===== src/rtl/pool_stream.sv =====
`timescale 1ns/1ps
`default_nettype none
// ============================================================================
// Module   : pool_stream
// Brief    : Streaming KxK, stride-K max/average pooling over raster-order
//            pixels (D parallel channels) using a W/K-entry row buffer.
// Revision : 1.0
// ============================================================================
module pool_stream #(
    parameter int DATA_WIDTH = 16,
    parameter int D          = 6,
    parameter int H          = 28,
    parameter int W          = 28,
    parameter int K          = 2
) (
    input  logic                  clk,
    input  logic                  reset,
    input  logic [D*DATA_WIDTH-1:0] in_data,
    input  logic                  in_valid,
    output logic                  in_ready,
    input  logic                  avg_mode,
    output logic [D*DATA_WIDTH-1:0] out_data,
    output logic                  out_valid,
    input  logic                  out_ready,
    output logic                  out_last
);

    localparam int LOG2K = $clog2(K);
    localparam int SH    = 2 * LOG2K;
    localparam int AW    = DATA_WIDTH + SH;
    localparam int CW    = $clog2(W);
    localparam int RW    = $clog2(H);
    localparam int NWIN  = W / K;
    localparam int RBW   = (NWIN > 1) ? $clog2(NWIN) : 1;

    // Max mode keeps values sign-extended to AW so both modes share storage.
    function automatic logic signed [AW-1:0] f_comb(
        input logic signed [AW-1:0] a,
        input logic signed [AW-1:0] b,
        input logic                 avg
    );
        if (avg)
            return a + b;
        else
            return (a > b) ? a : b;
    endfunction

    logic [CW-1:0]          r_col;
    logic [RW-1:0]          r_row;
    logic                   r_mode;
    logic                   r_out_valid;
    logic                   r_out_last;
    logic [D*DATA_WIDTH-1:0] r_out_data;

    logic                   w_in_ready;
    logic                   w_accept;
    logic [LOG2K-1:0]       w_cph;
    logic [LOG2K-1:0]       w_rph;
    logic                   w_col_first;
    logic                   w_col_ph_last;
    logic                   w_row_ph_first;
    logic                   w_row_ph_last;
    logic                   w_col_end;
    logic                   w_row_end;
    logic                   w_close;
    logic                   w_rb_store;
    logic [RBW-1:0]         w_rb_idx;
    logic [D*DATA_WIDTH-1:0] w_pooled;

    assign w_in_ready     = !r_out_valid || out_ready;
    assign w_accept       = in_valid && w_in_ready;
    assign w_cph          = r_col[LOG2K-1:0];
    assign w_rph          = r_row[LOG2K-1:0];
    assign w_col_first    = (w_cph == '0);
    assign w_col_ph_last  = (w_cph == LOG2K'(K-1));
    assign w_row_ph_first = (w_rph == '0);
    assign w_row_ph_last  = (w_rph == LOG2K'(K-1));
    assign w_col_end      = (r_col == CW'(W-1));
    assign w_row_end      = (r_row == RW'(H-1));
    assign w_close        = w_accept && w_col_ph_last && w_row_ph_last;
    assign w_rb_store     = w_col_ph_last && !w_row_ph_last;
    assign w_rb_idx       = RBW'(r_col >> LOG2K);

    for (genvar c = 0; c < D; c++) begin : g_ch
        logic signed [AW-1:0] r_hacc;
        logic signed [AW-1:0] r_rb [NWIN];
        logic signed [AW-1:0] w_samp;
        logic signed [AW-1:0] w_hv;
        logic signed [AW-1:0] w_rbv;
        logic signed [AW-1:0] w_win;

        assign w_samp = AW'($signed(in_data[c*DATA_WIDTH +: DATA_WIDTH]));
        assign w_hv   = w_col_first ? w_samp : f_comb(r_hacc, w_samp, r_mode);
        assign w_rbv  = r_rb[w_rb_idx];
        assign w_win  = f_comb(w_rbv, w_hv, r_mode);
        // Arithmetic shift floors toward -inf; the quotient always fits DATA_WIDTH.
        assign w_pooled[c*DATA_WIDTH +: DATA_WIDTH] =
            r_mode ? DATA_WIDTH'(w_win >>> SH) : DATA_WIDTH'(w_win);

        always_ff @(posedge clk) begin
            if (w_accept) begin
                r_hacc <= w_hv;
                if (w_rb_store)
                    r_rb[w_rb_idx] <= w_row_ph_first ? w_hv : w_win;
            end
        end
    end

    always_ff @(posedge clk or posedge reset) begin
        if (reset) begin
            r_col       <= '0;
            r_row       <= '0;
            r_mode      <= 1'b0;
            r_out_valid <= 1'b0;
            r_out_last  <= 1'b0;
            r_out_data  <= '0;
        end else begin
            if (w_accept) begin
                if (w_col_end) begin
                    r_col <= '0;
                    r_row <= w_row_end ? '0 : r_row + RW'(1);
                end else begin
                    r_col <= r_col + CW'(1);
                end
                if (r_col == '0 && r_row == '0)
                    r_mode <= avg_mode;
            end
            // A window close always wins; it can only happen when the old
            // output is being transferred or none is pending.
            if (w_close) begin
                r_out_valid <= 1'b1;
                r_out_data  <= w_pooled;
                r_out_last  <= w_col_end && w_row_end;
            end else if (r_out_valid && out_ready) begin
                r_out_valid <= 1'b0;
                r_out_last  <= 1'b0;
            end
        end
    end

    assign in_ready  = w_in_ready;
    assign out_data  = r_out_data;
    assign out_valid = r_out_valid;
    assign out_last  = r_out_last;

endmodule
`default_nettype wire


===== config.mk =====
export PLATFORM = sky130hd
export DESIGN_NAME = pool_stream
export DESIGN_NICKNAME = d
export VERILOG_FILES = /design/src/rtl/pool_stream.sv
export SDC_FILE = /design/constraint.sdc
export NUM_CORES = 2
export LEC_CHECK = 0
export BUFFER_PORTS_ARGS = -buffer_cell sky130_fd_sc_hd__buf_2
export CAP_MARGIN = 20
export CORE_MARGIN = 2
export CORE_UTILIZATION = 46
export DETAILED_ROUTE_END_ITERATION = 12
export GPL_TIMING_DRIVEN = 1
export PLACE_DENSITY = 0.67
export REMOVE_ABC_BUFFERS = 1
export SETUP_SLACK_MARGIN = 0.1
export SKIP_CTS_REPAIR_TIMING = 1
export SKIP_LAST_GASP = 1
export SLEW_MARGIN = 10
export SYNTH_ARGS = -nofsm -noshare
export SYNTH_HDL_FRONTEND = slang
export SYNTH_SLANG_ARGS = --single-unit

===== constraint.sdc =====
create_clock -name clk -period 11.74 [get_ports clk]
set_input_delay 2.935 -clock clk [delete_from_list [all_inputs] [get_ports clk]]
set_output_delay 2.935 -clock clk [all_outputs]
set_load 0.005 [all_outputs]

==> summary.md <==
| Metric | Value |
|---|---|
| Final GP Congestion | 0.905 |
| Tmin final | 9.10 ns |
| Highest achievable clock rate | about 0.11 GHz |
| Rows | 158 |
| Area after DPL | 90400 um2 |
| Initial DRT Pass Iterations | 6 |
| VDD IR max | between 0.2 and 0.25 mV |
| Post-synth EDFFs | 1620 |
| TritonCTS Buffers | 175 |
| Asr flop ratio synth | 6.30% |
| Clock insertion delay at the later pin of the skew report | a little over 0.8 ns |
| P&R area growth vs syn | 11.8% |
| Net switching power | 13.1 mW |
| Antenna violations before repair | 7 |
| Period utilization | 77.6% |
| Worst setup EP type | register |
| Worst slew pin tran | 1.13 ns |
| Crit-path max FO | 23 |
| Vias | 55282 |
| GR Util met1 | roughly a third |
| Die Y | 437 um |
| Starting Density | 46.4% |
| Final setup viols | 0 |
| Met3 usage | 3.66% |
| RSZ-0062 raised after global routing | no |
| CP Class | input port to register |
| Syn Area/Cell | 13.8 um2 |
| Vias in the first global route | 54657 |
| I/O pins | 200 |
| Layout Skew | 0.0383 ns |
| Total internal power | 18.2 mW |
| Crit-path cells | buf_2 > inv_1 > ha_1 > or3b_1 > a221oi_2 > o21ai_1 > or4_4 > o21a_1 > mux2i_1 > nor2_1 > a221oi_2 > inv_1 > ha_1 > a21oi_1 > o21bai_1 > a21oi_1 > o21ai_0 > a221oi_1 > a211o_1 > o211ai_1 > a21oi_1 > nor3b_1 > a21oi_1 |
| Setup TNS | 0 ns |
| Die ar. | 191000 um2 |
| WL per Instance | 26.1 um |
| Layout cells sized above 1 | 16.9% |
| First-pass GRT wire length | 351000 um |
| Root Driver | clkbuf_16 |
| Combinational Power Share | 50.5% |
| Cell area after layout | approximately 96000 um2 |
| Final ANT Viol Nets | 0 |
| Fin. max-slew vios | 0 |
| Worst Hold Class | register to register |
| Power Density | 324 nW/um2 |
| Max Cap Violations | 0 |
| Tot Pwr | roughly 31 mW |
| Total Routed Length | 237000 um |
| Worst path max stage delay | between 0.8 and 0.9 ns |
| Gr ovfl total | 0 |
| #FFs+latches synth | roughly 1700 |
| Worst-path cell with the longest stage delay | a21oi_1 |
| Hold violation count in the final report | 0 |
| Worst hold margin | 0.468 ns |
| Syn. warnings | 0 |
| Slew margin rel. | between 20% and 30% |
| Routing usage on met2 | around two fifths |
| Sequential fraction of the synthesis area | 59.6% |
| Crit path DAT | 9.56 ns |
| Clk buf depth | 3 |
| Busiest grt layer | met2 |
| Layout net count | around 7000 |
| Initial DRC Count | 5690 |
| Startpoint types | input port |
| Core footprint | 186000 um2 |
| Via-to-Cell Ratio | 6.09 |
| Cells after Synth | 6235 |
| Clock power frac | 18.3% |
| TritonCTS clock tree | done |
| Largest net degree at the start of global routing | 130 |
| Layout Cells excl Fill | 9078 |
| CTS clk-pin slew, worst paths | 0.06 ns |
| Synthesized area | 86200 um2 |
| Dpl hpwl | around 140000 um |
| Part of the power in registers | 31.2% |
| Port Buffer Count | 199 |
| TritonCTS Sinks | 1729 |
| Pleak | ~34 nW |
| Overall Global Routing Usage | 24.4% |
| Yosys cell types | 87 |
| Net Sw Frac | 41.9% |
| Most frequent CP cell | a21oi_1 |
| Post-route DRC | 0 |
| Primary FF master, synth | edfxtp_1 |
| Critical Path RT | 12.19 ns |
| Crit-path leading delay family | compound AO/OA/AOI/OAI gates |
| Dpl cells | between 8000 and 9000 |
| Die X | around 440 um |
| Filler instances | 15387 |
| H-tree depth | 4 |
| Buf+Inv Stages, Crit Path | 3 |
| Outcome | completed |
## power groups by stage
stage / logic [mW] / clock network (mW) / registers (mW)
final: 15.8 / 5.71 / 9.73
after global routing: 17.2 / 6.02 / 9.80
after detailed placement: 15.5 / 0 / 9.87
after floorplan: 11.6 / 0 / 10.3
after global placement: 15.3 / 0 / 9.84
after CTS: 15.6 / 5.80 / 9.75
## worst paths after layout
path                              start  cells after the start  slack [ns]              endpoint
min reg2reg                out_data[62]                      2        0.47          out_data[62]
max reg2reg                    r_col[1]                     18        4.33  g_ch[0].r_rb[12][17]
min                        out_data[62]                      2        0.47          out_data[62]
max                         in_data[31]                     23        2.64    g_ch[1].r_rb[3][8]
max in group asynchronous         reset                      3        7.83              r_row[0]
min in group asynchronous         reset                      2        2.32           out_data[1]
## worst min-delay path, stage by stage (launching register included)
cell	delay, ns
dfrtp_1	0.34
nand2_1	0.05
nand2_1	0.05
## area by class of cell
type,count,area [um2],area share (%)
multi-input combinational,3755,32100,33.3
antenna,4,10.0,0.0104
sequential,1729,51400,53.3
tap,2480,3100,3.22
clock inverter,94,1150,1.20
inverter,441,1670,1.73
clock buffer,232,4740,4.91
timing repair buffer,343,2180,2.27
## state kept, by name, indices dropped and copies added, names as in the netlist
signal and flops:
g_ch.r_hacc 108, g_ch.r_rb 1512, out_data 96, out_last 1
out_valid 1, r_col 5, r_mode 1, r_row 5
## cell usage after synthesis, types with 34 or more instances
cell	count	area [um2]
edfxtp_1	1620	48600
nor2_1	512	1920
a21oi_1	448	2240
inv_1	438	1640
ha_1	427	5340
mux4_2	375	8450
nand2_1	257	965
o21ai_0	223	1120
clkbuf_1	203	762
mux2i_1	154	1540
xnor2_1	116	1020
dfrtp_1	109	2730
o22ai_1	97	607
nor3_1	88	440
nand3_1	70	350
buf_2	59	295
mux2_2	56	631
nor2b_1	53	332
nand2b_1	49	307
a31oi_1	47	294
nand4_1	46	288
xor2_1	46	403
o21bai_1	45	338
buf_1	43	161
a211oi_1	42	315
o211ai_1	42	315
a221oi_1	37	324
or3_1	36	225
a221o_1	34	340
## logic make-up after synthesis
logic type,after synthesis,synth area share [%]
flip-flops,1729,59.6
AO/OA/AOI/OAI,1327,9.97
AND/OR/NAND/NOR,1242,6.65
buffers and inverters,751,3.37
multiplexers,585,12.3
adder cells (fa/ha/maj),439,6.47
XOR/XNOR,162,1.65
## stage by stage
| stage | utilization, % | setup WS [ns] |
|---|---|---|
| 2_1_floorplan | - | -12.70 |
| 3_3_place_gp | 48.6 | 1.95 |
| 3_5_place_dp | 48.6 | 1.68 |
| 4_1_cts | 51.8 | 2.46 |
| 5_1_grt | 51.9 | 2.18 |
| 6_report | 51.9 | 2.64 |
## layout by cell type, fill, tap and decap left out, types with 49 or more instances in the layout
cell type / instances
edfxtp_1: 1620
nor2_1: 498
a21oi_1: 447
inv_1: 435
ha_1: 427
mux4_2: 375
nand2_1: 255
o21ai_0: 216
buf_2: 201
clkbuf_16: 177
mux2i_1: 154
buf_4: 126
xnor2_1: 116
dfrtp_1: 102
o22ai_1: 97
nor3_1: 83
nand3_1: 69
mux2_2: 56
nor2b_1: 53
nand2b_1: 49
## routing by layer
layer | up-vias | part of all wire (%)
li1 | 24435 | -
met1 | 28129 | 40
met2 | 2320 | 49
met3 | 398 | 7.6
met4 | 0 | 3.0
met5 | - | 0
Power figures use the tool's default switching activity.
